$ cat src/rtl/pll_reset_sequencer_if.sv
// Interface bundling the lock/soft-reset inputs and the staged reset outputs
// of pll_reset_sequencer. The master side is the controlling logic (PLL lock
// and soft-reset source, reset consumers); the slave side is the sequencer.
// The optional lock_loss_cnt signal exists only when LOCK_LOSS_CNT_EN is defined.
interface pll_reset_sequencer_if;
    logic       locked_in;
    logic       soft_rst_req;
    logic       soft_rst_ack;
    logic       rst_core_n;
    logic       rst_usb_n;
    logic       ready;
    logic [2:0] state_dbg;
`ifdef LOCK_LOSS_CNT_EN
    logic [7:0] lock_loss_cnt;
`endif

`ifdef LOCK_LOSS_CNT_EN
    modport master (
        output locked_in,
        output soft_rst_req,
        input  soft_rst_ack,
        input  rst_core_n,
        input  rst_usb_n,
        input  ready,
        input  state_dbg,
        input  lock_loss_cnt
    );

    modport slave (
        input  locked_in,
        input  soft_rst_req,
        output soft_rst_ack,
        output rst_core_n,
        output rst_usb_n,
        output ready,
        output state_dbg,
        output lock_loss_cnt
    );
`else
    modport master (
        output locked_in,
        output soft_rst_req,
        input  soft_rst_ack,
        input  rst_core_n,
        input  rst_usb_n,
        input  ready,
        input  state_dbg
    );

    modport slave (
        input  locked_in,
        input  soft_rst_req,
        output soft_rst_ack,
        output rst_core_n,
        output rst_usb_n,
        output ready,
        output state_dbg
    );
`endif
endinterface

$ cat src/rtl/pll_reset_sequencer.sv
// pll_reset_sequencer: qualifies PLL lock stability, then releases staged
// active-low resets (core first, USB HID host STAGE_DELAY cycles later).
// Lock loss drops every reset at once and restarts qualification; a soft
// reset request in RUN replays only the hold/release part of the sequence.
// Optional feature macro: LOCK_LOSS_CNT_EN adds a saturating 8-bit count of
// lock losses that happen after qualification (HOLD, CORE_UP or RUN).
module pll_reset_sequencer #(
    parameter int STABLE_CYCLES = 1024,
    parameter int HOLD_CYCLES   = 256,
    parameter int STAGE_DELAY   = 64
) (
    input  logic                  clock_in,
    input  logic                  rst_n_in,
    pll_reset_sequencer_if.slave  bus
);

    localparam int MAX_SH  = (STABLE_CYCLES > HOLD_CYCLES) ? STABLE_CYCLES : HOLD_CYCLES;
    localparam int MAX_ALL = (MAX_SH > STAGE_DELAY) ? MAX_SH : STAGE_DELAY;
    localparam int CNT_W   = $clog2(MAX_ALL) + 1;

    // Terminal counts for each timed state.
    localparam logic [CNT_W-1:0] STABLE_LAST = CNT_W'(STABLE_CYCLES - 1);
    localparam logic [CNT_W-1:0] HOLD_LAST   = CNT_W'(HOLD_CYCLES - 1);
    localparam logic [CNT_W-1:0] STAGE_LAST  = CNT_W'(STAGE_DELAY - 1);
    localparam logic [CNT_W-1:0] CNT_ONE     = CNT_W'(1);

    typedef enum logic [2:0] {
        WAIT_LOCK = 3'd0,
        STABLE    = 3'd1,
        HOLD      = 3'd2,
        CORE_UP   = 3'd3,
        RUN       = 3'd4
    } state_t;

    state_t           state_reg;
    state_t           state_next;
    logic [CNT_W-1:0] cnt_reg;
    logic [CNT_W-1:0] cnt_next;
    logic             ack_reg;
    logic             ack_next;
    logic             rst_core_n_reg;
    logic             rst_core_n_next;
    logic             rst_usb_n_reg;
    logic             rst_usb_n_next;
    logic             ready_reg;
    logic             ready_next;

    // Next-state logic; reset outputs are decoded from the next state so the
    // registered outputs change on the same edge as the state itself.
    always_comb begin
        state_next = state_reg;
        cnt_next   = cnt_reg;
        ack_next   = 1'b0;

        case (state_reg)
            WAIT_LOCK: begin
                cnt_next = '0;
                if (bus.locked_in) begin
                    state_next = STABLE;
                end
            end

            STABLE: begin
                if (!bus.locked_in) begin
                    state_next = WAIT_LOCK;
                    cnt_next   = '0;
                end else if (cnt_reg == STABLE_LAST) begin
                    state_next = HOLD;
                    cnt_next   = '0;
                end else begin
                    cnt_next = cnt_reg + CNT_ONE;
                end
            end

            HOLD: begin
                if (!bus.locked_in) begin
                    state_next = WAIT_LOCK;
                    cnt_next   = '0;
                end else if (cnt_reg == HOLD_LAST) begin
                    state_next = CORE_UP;
                    cnt_next   = '0;
                end else begin
                    cnt_next = cnt_reg + CNT_ONE;
                end
            end

            CORE_UP: begin
                if (!bus.locked_in) begin
                    state_next = WAIT_LOCK;
                    cnt_next   = '0;
                end else if (cnt_reg == STAGE_LAST) begin
                    state_next = RUN;
                    cnt_next   = '0;
                end else begin
                    cnt_next = cnt_reg + CNT_ONE;
                end
            end

            RUN: begin
                // Lock loss takes priority over a simultaneous soft request.
                if (!bus.locked_in) begin
                    state_next = WAIT_LOCK;
                    cnt_next   = '0;
                end else if (bus.soft_rst_req) begin
                    // Lock is already qualified, so the replay starts at HOLD.
                    state_next = HOLD;
                    cnt_next   = '0;
                    ack_next   = 1'b1;
                end
            end

            default: begin
                // Unused encodings recover to a safe, fully-reset state.
                state_next = WAIT_LOCK;
                cnt_next   = '0;
            end
        endcase

        rst_core_n_next = (state_next == CORE_UP) || (state_next == RUN);
        rst_usb_n_next  = (state_next == RUN);
        ready_next      = (state_next == RUN);
    end

    // State, counter and registered outputs; async reset holds every reset asserted.
    always_ff @(posedge clock_in or negedge rst_n_in) begin
        if (!rst_n_in) begin
            state_reg      <= WAIT_LOCK;
            cnt_reg        <= '0;
            ack_reg        <= 1'b0;
            rst_core_n_reg <= 1'b0;
            rst_usb_n_reg  <= 1'b0;
            ready_reg      <= 1'b0;
        end else begin
            state_reg      <= state_next;
            cnt_reg        <= cnt_next;
            ack_reg        <= ack_next;
            rst_core_n_reg <= rst_core_n_next;
            rst_usb_n_reg  <= rst_usb_n_next;
            ready_reg      <= ready_next;
        end
    end

    assign bus.soft_rst_ack = ack_reg;
    assign bus.rst_core_n   = rst_core_n_reg;
    assign bus.rst_usb_n    = rst_usb_n_reg;
    assign bus.ready        = ready_reg;
    assign bus.state_dbg    = state_reg;

`ifdef LOCK_LOSS_CNT_EN
    logic [7:0] lock_loss_cnt_reg;
    logic [7:0] lock_loss_cnt_next;
    logic       lock_lost;

    // Count only losses after qualification; losses during STABLE are expected jitter.
    always_comb begin
        lock_lost          = !bus.locked_in &&
                             ((state_reg == HOLD) || (state_reg == CORE_UP) || (state_reg == RUN));
        lock_loss_cnt_next = lock_loss_cnt_reg;
        if (lock_lost && (lock_loss_cnt_reg != 8'hFF)) begin
            lock_loss_cnt_next = lock_loss_cnt_reg + 8'd1;
        end
    end

    // Saturating lock-loss counter register.
    always_ff @(posedge clock_in or negedge rst_n_in) begin
        if (!rst_n_in) begin
            lock_loss_cnt_reg <= 8'd0;
        end else begin
            lock_loss_cnt_reg <= lock_loss_cnt_next;
        end
    end

    assign bus.lock_loss_cnt = lock_loss_cnt_reg;
`endif

endmodule

$ cat src/flat_wrapper.sv
// flat-port wrapper written by rule: the top's interface ports become plain ports
module pll_reset_sequencer_flat 
#(
    parameter int STABLE_CYCLES = 1024,
    parameter int HOLD_CYCLES   = 256,
    parameter int STAGE_DELAY   = 64
)
  (clock_in, rst_n_in, bus_locked_in, bus_soft_rst_req, bus_soft_rst_ack, bus_rst_core_n, bus_rst_usb_n, bus_ready, bus_state_dbg);
  pll_reset_sequencer_if bus_i ();
  input  logic clock_in;
  input  logic rst_n_in;
  input wire logic [$bits(bus_i.locked_in)-1:0] bus_locked_in;
  input wire logic [$bits(bus_i.soft_rst_req)-1:0] bus_soft_rst_req;
  output wire logic [$bits(bus_i.soft_rst_ack)-1:0] bus_soft_rst_ack;
  output wire logic [$bits(bus_i.rst_core_n)-1:0] bus_rst_core_n;
  output wire logic [$bits(bus_i.rst_usb_n)-1:0] bus_rst_usb_n;
  output wire logic [$bits(bus_i.ready)-1:0] bus_ready;
  output wire logic [$bits(bus_i.state_dbg)-1:0] bus_state_dbg;
  assign bus_i.locked_in = bus_locked_in;
  assign bus_i.soft_rst_req = bus_soft_rst_req;
  assign bus_soft_rst_ack = bus_i.soft_rst_ack;
  assign bus_rst_core_n = bus_i.rst_core_n;
  assign bus_rst_usb_n = bus_i.rst_usb_n;
  assign bus_ready = bus_i.ready;
  assign bus_state_dbg = bus_i.state_dbg;
  pll_reset_sequencer #(.STABLE_CYCLES(STABLE_CYCLES), .HOLD_CYCLES(HOLD_CYCLES), .STAGE_DELAY(STAGE_DELAY)) u_core (.clock_in(clock_in), .rst_n_in(rst_n_in), .bus(bus_i));
endmodule
$ cat config.mk
export PLATFORM = sky130hd
export DESIGN_NAME = pll_reset_sequencer_flat
export DESIGN_NICKNAME = d
export VERILOG_FILES = /design/src/rtl/pll_reset_sequencer_if.sv /design/src/rtl/pll_reset_sequencer.sv /design/src/flat_wrapper.sv
export SDC_FILE = /design/constraint.sdc
export NUM_CORES = 1
export LEC_CHECK = 0
export CAP_MARGIN = 10
export CORE_AREA = 8 8 63 65
export DETAILED_ROUTE_END_ITERATION = 6
export DIE_AREA = 0 0 71 73
export GPL_TIMING_DRIVEN = 1
export PLACE_DENSITY_LB_ADDON = 0.12
export REMOVE_ABC_BUFFERS = 1
export SKIP_LAST_GASP = 1
export SYNTH_ARGS = -nofsm -noshare
export SYNTH_HDL_FRONTEND = slang
export SYNTH_SLANG_ARGS = --single-unit
$ cat constraint.sdc
create_clock -name clock_in -period 2.1 [get_ports clock_in]
set_clock_uncertainty 0.1 [all_clocks]
set_input_delay 0.42 -clock clock_in [delete_from_list [all_inputs] [get_ports clock_in]]
set_output_delay 0.42 -clock clock_in [all_outputs]
set_load 0.005 [all_outputs]
After elaboration in Yosys (flattened, before gate mapping)
Cells that the tools add are included.
{"block": "totals", "regBits": 17, "input_bits": 4, "output_inout_bits": 7, "elab_cells": 40}
{"block": "op_classes", "n_addsub": 1, "eq_ne": 10, "mux": 22, "reduce_logical": 2}
{"op": "11-bit 2-to-1 mux", "count": 8}
{"op": "11-bit case mux with 4 select lines", "count": 1}
{"op": "3-bit 2-to-1 mux", "count": 9}
{"op": "3-bit case mux with 5 select lines", "count": 1}
{"op": "11-bit by 1-bit adder with 11-bit output (second input constant)", "count": 1}
{"op": "11-bit by 10-bit == test with 1-bit output (second input constant)", "count": 1}
{"op": "11-bit by 6-bit == test with 1-bit output (second input constant)", "count": 1}
{"op": "11-bit by 8-bit == test with 1-bit output (second input constant)", "count": 1}
{"op": "3-bit by 2-bit == test with 1-bit output (second input constant)", "count": 3}
{"op": "3-bit == test (second input constant)", "count": 2}
{"op": "3-bit by 1-bit == test with 1-bit output (second input constant)", "count": 1}
{"op": "3-bit logical NOT", "count": 1}
{"op": "1-bit 2-to-1 mux", "count": 3}
{"op": "3-bit inequality test (second input constant)", "count": 1}
{"op": "1-bit logical OR", "count": 1}

Depth between registers and ports, before layout
Gate-level depths: netlist of run 1.
{"block": "depth", "ltp_word": 6, "mapped_depth": 7, "depth_no_buf": 6}

Worst setup path after synthesis of run 1
Ideal clock, no wire load.
{"block": "synth_path", "path_type": "reg-to-reg", "from": "reg u_core.cnt_reg[0]", "to": "reg u_core.cnt_reg[1]", "setup_ns": 0.122, "arrival_ns": 1.678, "required_time_ns": 1.878, "setup_slack_ns": 0.200, "stages_incl_launch_ff": 7, "path_buffers": 1, "synth_period_minus_slack_ns": 1.900, "cell_sequence": "dfrtp_1 -> ha_1 -> nand3_1 -> o41ai_2 -> nand2_1 -> buf_4 -> a32o_1"}
{"block": "synth_between", "elab_chain_len": 4, "word_cells_on_any_way": 11}
{"item": "start: declaration", "line": "pll_reset_sequencer.sv:37", "rtl": "logic [CNT_W-1:0] cnt_reg;"}
{"item": "start signal: assignment", "line": "pll_reset_sequencer.sv:135", "rtl": "cnt_reg <= cnt_next;"}
{"item": "11-bit by 1-bit adder with 11-bit output, or another cell as far along", "line": "pll_reset_sequencer.sv:71, pll_reset_sequencer.sv:83, pll_reset_sequencer.sv:95"}
{"item": "11-bit 2-to-1 mux (on tied branches)", "line": "pll_reset_sequencer.sv:91, pll_reset_sequencer.sv:67, pll_reset_sequencer.sv:79"}
{"item": "11-bit 2-to-1 mux (on tied branches)", "line": "pll_reset_sequencer.sv:88, pll_reset_sequencer.sv:64, pll_reset_sequencer.sv:76"}
{"item": "11-bit case mux with 4 select lines (*)", "line": "pll_reset_sequencer.sv:55", "rtl": "case (state_reg)"}
Mark *: on every way between the ends. The rest lies on a longest branch, timed or not.
A chain may end at the register's enable or synchronous reset.

Worst setup path in the final report of run 1
{"block": "layout_path", "from": "reg u_core.cnt_reg[8]", "to": "reg u_core.cnt_reg[2]"}
{"block": "layout_between", "elab_chain_len": 4, "word_cells_on_any_way": 10}
{"item": "11-bit by 6-bit == test with 1-bit output, or another cell as far along", "line": "pll_reset_sequencer.sv:91", "rtl": "end else if (cnt_reg == STAGE_LAST) begin"}
{"item": "11-bit 2-to-1 mux (on tied branches)", "line": "pll_reset_sequencer.sv:91, pll_reset_sequencer.sv:67, pll_reset_sequencer.sv:79"}
{"item": "11-bit 2-to-1 mux (on tied branches)", "line": "pll_reset_sequencer.sv:88, pll_reset_sequencer.sv:64, pll_reset_sequencer.sv:76"}
{"item": "11-bit case mux with 4 select lines (*)", "line": "pll_reset_sequencer.sv:55"}
Marks and branches as above.

==> impl_metrics.tcl, run 1 <==
set metrics [dict create \
    power_share_of_the_combinational_group 0.078 \
    fmax_mhz 510 \
    antenna_found_initial 0 \
    area_fraction_in_compound_gates_after_synthesis 0.180 \
    antenna_left 0 \
    grt.total_usage 0.105 \
    sum_of_buffers_and_inverters_on_the_critical_path 2 \
    cts.clk_slew.worst_paths_ps 100 \
    crit-reg2reg-capture "u_core.cnt_reg[2]" \
    dr_total_vias 876 \
    max_stage_delay_on_crit_path_ps 450 \
    cp.depth 7 \
    cp_startpoint_kind "flip-flop" \
    cts-buffers-inserted 3 \
    clock_insertion_delay_worst_skew_ps 300 \
    synth_simple_gate_area_frac 0.268 \
    critPathArrivalTime_ps 2040 \
    clk_root_buffer_cell "sky130_fd_sc_hd__clkbuf_4" \
    place.gp.congestion 0.824 \
    synthToLayoutAreaGrowth_pct 22.9 \
    grt_pass1_wl_um 4280 \
    clock_tree_from_tritoncts "built" \
    crit_path_cell_trace "buf_4 > or2_1 > o41ai_2 > nand2_1 > buf_4 > a31oi_1 > mux2i_1" \
    seq_power_share 0.599 \
    critPathMaxFanout 14 \
    route.detailed.wl_per_inst_um 15.6 \
    final.min_clock_period_ps 1960 \
    pre_cts_worst_setup_slack_ps 98.2 \
    cts_max_path_buffers 2 \
    switching_fraction_of_total_power 0.243 \
    n_antenna_cell 0 \
    layout_commonest_cell "sky130_fd_sc_hd__dfrtp_1" \
    viasPerCell 5.48 \
    setup_repair_after_global_routing_missed_its_margin "false" \
    placeableCoreArea_sq_mm 0.00295 \
    timing.final.max_slew_violations 0 \
    cp_slowest_cell "sky130_fd_sc_hd__dfrtp_2" \
    rows 20 \
    critPathMostFrequentCell "sky130_fd_sc_hd__buf_4" \
    largest_register_ff_count 11 \
    crit_path_end "u_core.cnt_reg[2]" \
    fin_tns_setup_ps 0 \
    detailed_place_hpwl_um 1840 \
    slew_headroom 0.794 \
    vias_in_the_first_global_route 886 \
    start_util 0.335 \
    synthesis.yosys.warnings 0 \
    first_iter_violations 71 \
    design_area_sq_mm 0.00121 \
    post_synth_inst_count 108 \
    drc 0 \
    yosys_register_bits 17 \
    grt_start_max_net_pins 18 \
    post_synth_mux_area_share 0.0101 \
    report.final.setup_viol 0 \
    power_density_mw_per_mm2 459 \
    htree_num_levels 1 \
    timing.critical_path.max_delay_family "compound AO/OA/AOI/OAI gates" \
    status "finished, final reports clean" \
    power_switching_w 0.000135 \
    placed_area_sq_mm 0.00115 \
    power_w 0.000558 \
    most-common-layout-cells "15 x sky130_fd_sc_hd__dfrtp_1, 12 x sky130_fd_sc_hd__buf_4, 10 x sky130_fd_sc_hd__clkdlybuf4s50_1" \
    number_of_clock_sinks_seen_by_cts 17 \
    register_area_share_after_synthesis 0.430 \
    combinational_family_with_the_most_area_after_synthesis "simple AND/OR/NAND/NOR gates" \
    hold_buffers 0 \
    post_synth.cell_area_avg_sq_um 9.15 \
    ff2ff_setup_slack_ps 140 \
    drive_above_1_share 0.189 \
    setup.worst_path.class "reg -> reg" \
    dieWidth_um 71 \
    post-route-period-util 0.933 \
    p_leak_nw 0.515 \
    port_buffers 10 \
    filler_cell_count 307 \
    setup.worst_path.end_class "flip-flop" \
    postRouteWirelength_um 2500 \
    vdd_drop_max_v 0.000273 \
    timing.hold.worst.class "in -> async" \
    worstSetupStartpoint "u_core.cnt_reg[8]" \
    synth_area_sq_um 988 \
    netlist-cell-type-count 41 \
    synth_xor_xnor_area_share 0.0354 \
    final-hold-violation-count 0 \
    reg2reg_from "u_core.cnt_reg[8]" \
    ios 11 \
    worst-slew-pin-transition_ps 308 \
    drt_pass1_iterations 4 \
    gr-total-overflow 0 \
    clock_power_share 0.323 \
    final_net_count 133 \
    timing.critical_path.required_ps 2180 \
    synthesized_area_fraction_occupied_by_adder_cells 0.0127 \
    worstRegToRegCells 7 \
    internal-power_w 0.000423 \
    dieHeight_um 73 \
    die_area_sq_mm 0.00518 \
    setup_slack_ps 141 \
    maxCapViolCount 0 \
]
## power by group through the flow
stage / sequential [W] / clock, W / combinational [W]
after floorplan: 0.000340 / 0 / 0.0000172
after global placement: 0.000341 / 0 / 0.0000435
after detailed placement: 0.000341 / 0 / 0.0000438
after CTS: 0.000334 / 0.000186 / 0.0000439
after global routing: 0.000335 / 0.000207 / 0.0000489
final: 0.000334 / 0.000180 / 0.0000435
## layer usage
metal,GRT usage,part of all wire,routed length (um),vias up
met5,0,0,0,-
met4,0.0485,0.014,34,0
met3,0.0288,0.052,129,4
met2,0.163,0.44,1110,18
met1,0.131,0.49,1230,427
li1,-,-,-,427
## layout make-up
| class | instances | area [sq um] | area share |
|---|---|---|---|
| Tap cell | 33 | 41.3 | 0.0340 |
| Multi-Input combinational cell | 79 | 510 | 0.420 |
| Sequential cell | 17 | 428 | 0.352 |
| Timing Repair Buffer | 22 | 190 | 0.157 |
| Clock buffer | 4 | 26.3 | 0.0216 |
| Inverter | 5 | 18.8 | 0.0154 |
## Yosys cell counts, drive strengths merged
master,n,area [sq um]
clkbuf,3,12.5
o21ai,7,35.0
buf,4,31.3
o32ai,1,8.76
nor2b,2,12.5
xnor2,3,26.3
ha,1,12.5
nor3,1,5.00
nand3b,3,22.5
nand3,9,45.0
xor2,1,8.76
nand2,10,40.0
and4bb,1,12.5
a32o,1,10.0
o21a,1,7.51
o221ai,1,8.76
dfrtp,17,425
o22ai,1,6.26
o211a,1,10.0
nand2b,2,12.5
a31oi,8,50.1
a311o,1,10.0
a21o,1,7.51
nand4,2,12.5
and2,1,6.26
inv,5,18.8
or4b,1,13.8
a211oi,1,7.51
nor2,9,33.8
and4,1,8.76
nor4,1,6.26
mux2i,1,10.0
or2,1,6.26
o41ai,1,16.3
and3,3,18.8
or3b,1,8.76
## per-stage QoR
step,cells,hold slack [ps],utilization
finish,160,328,0.411
global route,160,337,0.411
CTS,156,333,0.397
detailed placement,152,431,0.388
global placement,152,415,0.388
floorplan,101,24.4,-
## what timing repair did
action / in CTS / in global routing
endpoints found under the setup margin: 0 / 3
setup buffers: 0 / 4
resized for setup: 0 / 4
## worst min path at each step
stage                            startpoint                    end  slack (ps)  cells past startpoint
after floorplan                    rst_n_in  u_core.bus.rst_core_n          20                      0
after global placement    u_core.cnt_reg[0]      u_core.cnt_reg[0]         420                      1
after detailed placement  u_core.cnt_reg[2]      u_core.cnt_reg[2]         430                      1
after CTS                          rst_n_in      u_core.cnt_reg[5]         330                      2
after global routing               rst_n_in      u_core.cnt_reg[5]         340                      2
final                              rst_n_in      u_core.cnt_reg[5]         330                      2
## worst register-to-register path, cell delays in order (launching register included)
cell and delay [ps]:
sky130_fd_sc_hd__dfrtp_2 450, sky130_fd_sc_hd__buf_4 140, sky130_fd_sc_hd__or2_1 230, sky130_fd_sc_hd__o41ai_2 370, sky130_fd_sc_hd__nand2_1 90, sky130_fd_sc_hd__buf_4 190
sky130_fd_sc_hd__a31oi_1 180, sky130_fd_sc_hd__mux2i_1 90
## cell families (layout without fill, tap and decap cells)
family	Yosys count	in the layout
AND/OR/NAND/NOR	48	48
adder cells (fa/ha/maj)	1	1
AO/OA/AOI/OAI	25	25
buffers and inverters	12	31
flip-flops	17	17
XOR/XNOR	4	4
multiplexers	1	1
Note: power is estimated with default switching activity, not from simulation.
==> run 2: changes to the inputs <==
- CORE_AREA: 8 8 63 65 -> 8 8 52 54
- DIE_AREA: 0 0 71 73 -> 0 0 60 62
- SLEW_MARGIN: unset -> 20
==> run 2 against run 1 <==
Compared with the run above: maximum frequency fell by 0.96%; final cell count down 7.5%; die area down 28%; power down 1.3%; critical path type unchanged; critical endpoint is now u_core.bus.rst_core_n; largest cell class unchanged; largest power group unchanged.
==> impl_metrics.tcl, run 2 (same netlist as run 1, synthesis figures left out) <==
set metrics [dict create \
    status "finished, final reports clean" \
    die_area_sq_mm 0.00372 \
    largest_register_ff_count 11 \
    cts.clk_slew.worst_paths_ps 100 \
    fmax_mhz 506 \
    htree_num_levels 1 \
    worst-slew-pin-transition_ps 312 \
    detailed_place_hpwl_um 1600 \
    cts-buffers-inserted 3 \
    route.detailed.wl_per_inst_um 14.7 \
    filler_cell_count 173 \
    grt.total_usage 0.128 \
    regArea_sq_um 425 \
    maxCapViolCount 0 \
    n_antenna_cell 0 \
    clock_tree_from_tritoncts "built" \
    viasPerCell 5.79 \
    layout_commonest_cell "sky130_fd_sc_hd__dfrtp_1" \
    dieHeight_um 62 \
    report.final.setup_viol 0 \
    vias_in_the_first_global_route 750 \
    placeableCoreArea_sq_mm 0.00190 \
    antenna_found_initial 0 \
    ios 11 \
    grt_pass1_wl_um 3460 \
    fin_tns_setup_ps 0 \
    antenna_left 0 \
    timing.hold.worst.class "in -> async" \
    p_leak_nw 0.492 \
    drt_pass1_iterations 4 \
    postRouteWirelength_um 2180 \
    critPathMaxFanout 11 \
    clock_insertion_delay_worst_skew_ps 290 \
    gr-total-overflow 0 \
    slew_headroom 0.792 \
    grt_start_max_net_pins 18 \
    start_util 0.520 \
    final_net_count 127 \
    number_of_clock_sinks_seen_by_cts 17 \
    timing.final.max_slew_violations 0 \
    setup.worst_path.end_class "flip-flop" \
    first_iter_violations 31 \
    final.min_clock_period_ps 1980 \
    port_buffers 10 \
    postCtsSetupBuffers 0 \
    vdd_drop_max_v 0.000376 \
    power_density_mw_per_mm2 474 \
    most-common-layout-cells "17 x sky130_fd_sc_hd__dfrtp_1, 10 x sky130_fd_sc_hd__clkdlybuf4s50_1, 9 x sky130_fd_sc_hd__nand3_1, 9 x sky130_fd_sc_hd__nor2_1, 9 x sky130_fd_sc_hd__nand2_1" \
    cts_max_path_buffers 2 \
    cp_startpoint_kind "flip-flop" \
    post-route-period-util 0.942 \
    dr_total_vias 857 \
    setup.worst_path.class "reg -> reg" \
    rows 16 \
    hold_buffers 0 \
    timing.critical_path.required_ps 2190 \
    final-hold-violation-count 0 \
    place.gp.congestion 0.848 \
    dieWidth_um 60 \
    setup_repair_after_global_routing_missed_its_margin "false" \
    multi_input_combinational_cell_area_sq_um 512 \
    drc 0 \
    drive_above_1_share 0.124 \
    critPathArrivalTime_ps 2070 \
    clk_root_buffer_cell "sky130_fd_sc_hd__clkbuf_4" \
    power_w 0.000551 \
    synthToLayoutAreaGrowth_pct 17.6 \
]
## run 2: report_power, final
part	internal [W]	total (W)	switching, W
combinational	0.0000174	0.0000412	0.0000238
clock	0.0000710	0.000175	0.000104
sequential	0.000330	0.000334	0.00000440
total	0.000418	0.000551	0.000133
## run 2: path summary, 6_finish.rpt
| path | startpoint | endpoint | slack, ps | depth (start not counted) |
|---|---|---|---|---|
| setup / recovery | u_core.cnt_reg[8] | u_core.bus.rst_core_n | 120 | 6 |
| hold / removal | rst_n_in | u_core.cnt_reg[8] | 350 | 2 |
| setup reg to reg | u_core.cnt_reg[8] | u_core.bus.rst_core_n | 120 | 6 |
| hold reg to reg | u_core.cnt_reg[10] | u_core.cnt_reg[10] | 430 | 1 |
| max in group asynchronous | rst_n_in | u_core.bus.state_dbg[0] | 1360 | 2 |
| min in group clock_in | u_core.cnt_reg[10] | u_core.cnt_reg[10] | 430 | 1 |
## run 2: layout make-up
type,count,share of cell area
tap,27,0.0291
sequential,17,0.366
clock inverter,1,0.00431
multi-input combinational,79,0.440
timing repair buffer,16,0.125
inverter,5,0.0161
clock buffer,3,0.0194
## run 2: repair_timing
action | in CTS | in global routing
endpoints found under the setup margin | 0 | 8
resized for setup | 0 | 1
hold endpoints to repair | 0 | 0
## run 2: routing by layer
metal  part of all wire  vias up  GRT usage
met2               0.46       23      0.188
met4              0.018        0     0.0680
met1               0.46      410      0.163
met5                  0        -          0
met3              0.060        6     0.0412
li1                   -      418          -
## run 2: critical path: stages, from the launching register on
cell and delay [ps]:
sky130_fd_sc_hd__dfrtp_1 450, sky130_fd_sc_hd__or4b_4 560, sky130_fd_sc_hd__o32ai_1 150, sky130_fd_sc_hd__a31oi_1 120, sky130_fd_sc_hd__buf_4 190, sky130_fd_sc_hd__o21a_1 120, sky130_fd_sc_hd__a21o_1 170
## run 2: per-stage QoR
step / util / setup WS [ps] / instances / instance area, sq um / hold slack, ps
3_3_place_gp: 0.591 / 121 / 144 / 1120 / 420
3_5_place_dp: 0.591 / 119 / 144 / 1120 / 412
2_1_floorplan: - / 161 / 101 / 945 / 24.4
5_1_grt: 0.611 / 56.8 / 148 / 1160 / 370
4_1_cts: 0.605 / 108 / 148 / 1150 / 352
6_report: 0.611 / 122 / 148 / 1160 / 353
==> run 3: changes to the inputs <==
- CORE_AREA: 8 8 52 54 -> 4 4 48 50
- DIE_AREA: 0 0 60 62 -> 0 0 52 54
- GPL_ROUTABILITY_DRIVEN: unset -> 0
==> run 3 against run 2 <==
Compared with the run above: clock power barely moved; critical path depth did not move; clock-buffer cell count rose by 1; power fell by 0.68%; global-route usage rose by 5.1 points; maximum frequency rose by 0.98%; worst hold slack got worse by 2.4 ps; sequential power barely moved; first-iteration DRC count rose by 19%; die area fell by 25%; combinational power fell by 1%; sequential cell count did not move.
==> impl_metrics.tcl, run 3 (same netlist as run 1, synthesis figures left out) <==
set metrics [dict create \
    htree_num_levels 1 \
    setup_slack_ps 141 \
    fin_tns_setup_ps 0 \
    crit_path_cell_trace "or4b_4 > o32ai_1 > a31oi_1 > buf_4 > o21a_1 > a21o_1" \
    dieHeight_um 54 \
    max_stage_delay_on_crit_path_ps 550 \
    clock_insertion_delay_worst_skew_ps 290 \
    antenna_found_initial 0 \
    port_buffers 10 \
    cp_slowest_cell "sky130_fd_sc_hd__or4b_4" \
    timing.final.max_slew_violations 0 \
    status "finished, final reports clean" \
    timing.critical_path.max_delay_family "compound AO/OA/AOI/OAI gates" \
    report.final.setup_viol 0 \
    synthToLayoutAreaGrowth_pct 17.5 \
    clk_root_buffer_cell "sky130_fd_sc_hd__clkbuf_4" \
    n_antenna_cell 0 \
    dr_total_vias 865 \
    grt_pass1_wl_um 3680 \
    rows 16 \
    ios 11 \
    critPathArrivalTime_ps 2050 \
    cp_startpoint_kind "flip-flop" \
    number_of_clock_sinks_seen_by_cts 17 \
    slew_headroom 0.795 \
    setup_repair_after_global_routing_missed_its_margin "false" \
    first_iter_violations 37 \
    maxCapViolCount 0 \
    die_area_sq_mm 0.00281 \
    vias_in_the_first_global_route 790 \
    vdd_drop_max_v 0.000434 \
    cts.clk_slew.worst_paths_ps 90 \
    clock_tree_from_tritoncts "built" \
    drc 0 \
    sum_of_buffers_and_inverters_on_the_critical_path 1 \
    grt.total_usage 0.179 \
    final.min_clock_period_ps 1960 \
    largest_register_ff_count 11 \
    route.detailed.wl_per_inst_um 14.0 \
    fmax_mhz 511 \
    postRouteWirelength_um 2080 \
    power_density_mw_per_mm2 471 \
    crit-reg2reg-capture "u_core.bus.rst_core_n" \
    layout_commonest_cell "sky130_fd_sc_hd__dfrtp_1" \
    worst-slew-pin-transition_ps 306 \
    start_util 0.520 \
    cts-buffers-inserted 3 \
    setup.worst_path.class "reg -> reg" \
    post-route-period-util 0.933 \
    dieWidth_um 52 \
    reg2reg_from "u_core.cnt_reg[8]" \
    gr-total-overflow 0 \
    postCtsSetupBuffers 0 \
    final_net_count 127 \
    ff2ff_setup_slack_ps 140 \
    viasPerCell 5.84 \
    timing.hold.worst.class "in -> async" \
    timing.critical_path.required_ps 2190 \
    placeableCoreArea_sq_mm 0.00190 \
    antenna_left 0 \
    setup.worst_path.end_class "flip-flop" \
    final-hold-violation-count 0 \
    critPathMaxFanout 11 \
    detailed_place_hpwl_um 1560 \
    drive_above_1_share 0.116 \
    pre_cts_worst_setup_slack_ps 113 \
    worstRegToRegCells 6 \
    most-common-layout-cells "17 x sky130_fd_sc_hd__dfrtp_1, 10 x sky130_fd_sc_hd__clkdlybuf4s50_1, 9 x sky130_fd_sc_hd__nand3_1, 9 x sky130_fd_sc_hd__nor2_1, 9 x sky130_fd_sc_hd__nand2_1" \
    grt_start_max_net_pins 18 \
    p_leak_nw 0.490 \
    cts_max_path_buffers 2 \
    drt_pass1_iterations 4 \
]
==> run 3: cell count changes in the layout (fill, tap and decap cells not counted), sizes merged <==
cell    before  now
clkinv       1    0
clkbuf       3    4
==> run 3: metal layers <==
metal,share of wire,routed length [um],GRT usage,vias up
met1,0.47,971,0.232,409
li1,-,-,-,420
met3,0.047,98,0.0443,4
met5,0,0,0,-
met4,0.013,26,0.0917,0
met2,0.47,980,0.276,32
==> run 3: cell type report <==
| class | instances | area (sq um) |
|---|---|---|
| inverter | 5 | 18.8 |
| multi-input combinational | 79 | 512 |
| timing repair buffer | 16 | 145 |
| tap | 27 | 33.8 |
| sequential | 17 | 425 |
| fill | 165 | 741 |
| clock buffer | 4 | 26.3 |
==> run 3: worst max-delay path by stage <==
stage	end	slack, ps	cells past startpoint	from
after floorplan	u_core.bus.rst_core_n	160	5	u_core.cnt_reg[6]
after global placement	u_core.cnt_reg[6]	120	7	u_core.cnt_reg[0]
after detailed placement	u_core.cnt_reg[6]	110	7	u_core.cnt_reg[0]
after CTS	u_core.cnt_reg[6]	80	7	u_core.cnt_reg[0]
after global routing	u_core.bus.rst_core_n	50	7	u_core.cnt_reg[0]
final	u_core.bus.rst_core_n	140	6	u_core.cnt_reg[8]
==> run 3: stage by stage <==
step                      total power, W  cells   util  area, sq um  hold slack (ps)
after CTS                       0.000556    148  0.605         1150              358
after global placement          0.000381    144  0.591         1120              420
after floorplan                 0.000357    101      -          945             24.4
final                           0.000547    148  0.611         1160              351
after global routing            0.000580    148  0.611         1160              371
after detailed placement        0.000381    144  0.591         1120              411
==> run 3: timing repair <==
| item | 4_1_cts | 5_1_grt |
|---|---|---|
| hold buffers | 0 | 0 |
| gates resized for setup | 0 | 1 |
| endpoints found under the setup margin | 0 | 11 |
==> run 3: power breakdown <==
| part | switching, W | internal (W) |
|---|---|---|
| Clock | 0.0000985 | 0.0000739 |
| Sequential | 0.00000423 | 0.000330 |
| Combinational | 0.0000232 | 0.0000174 |
| Total | 0.000126 | 0.000421 |
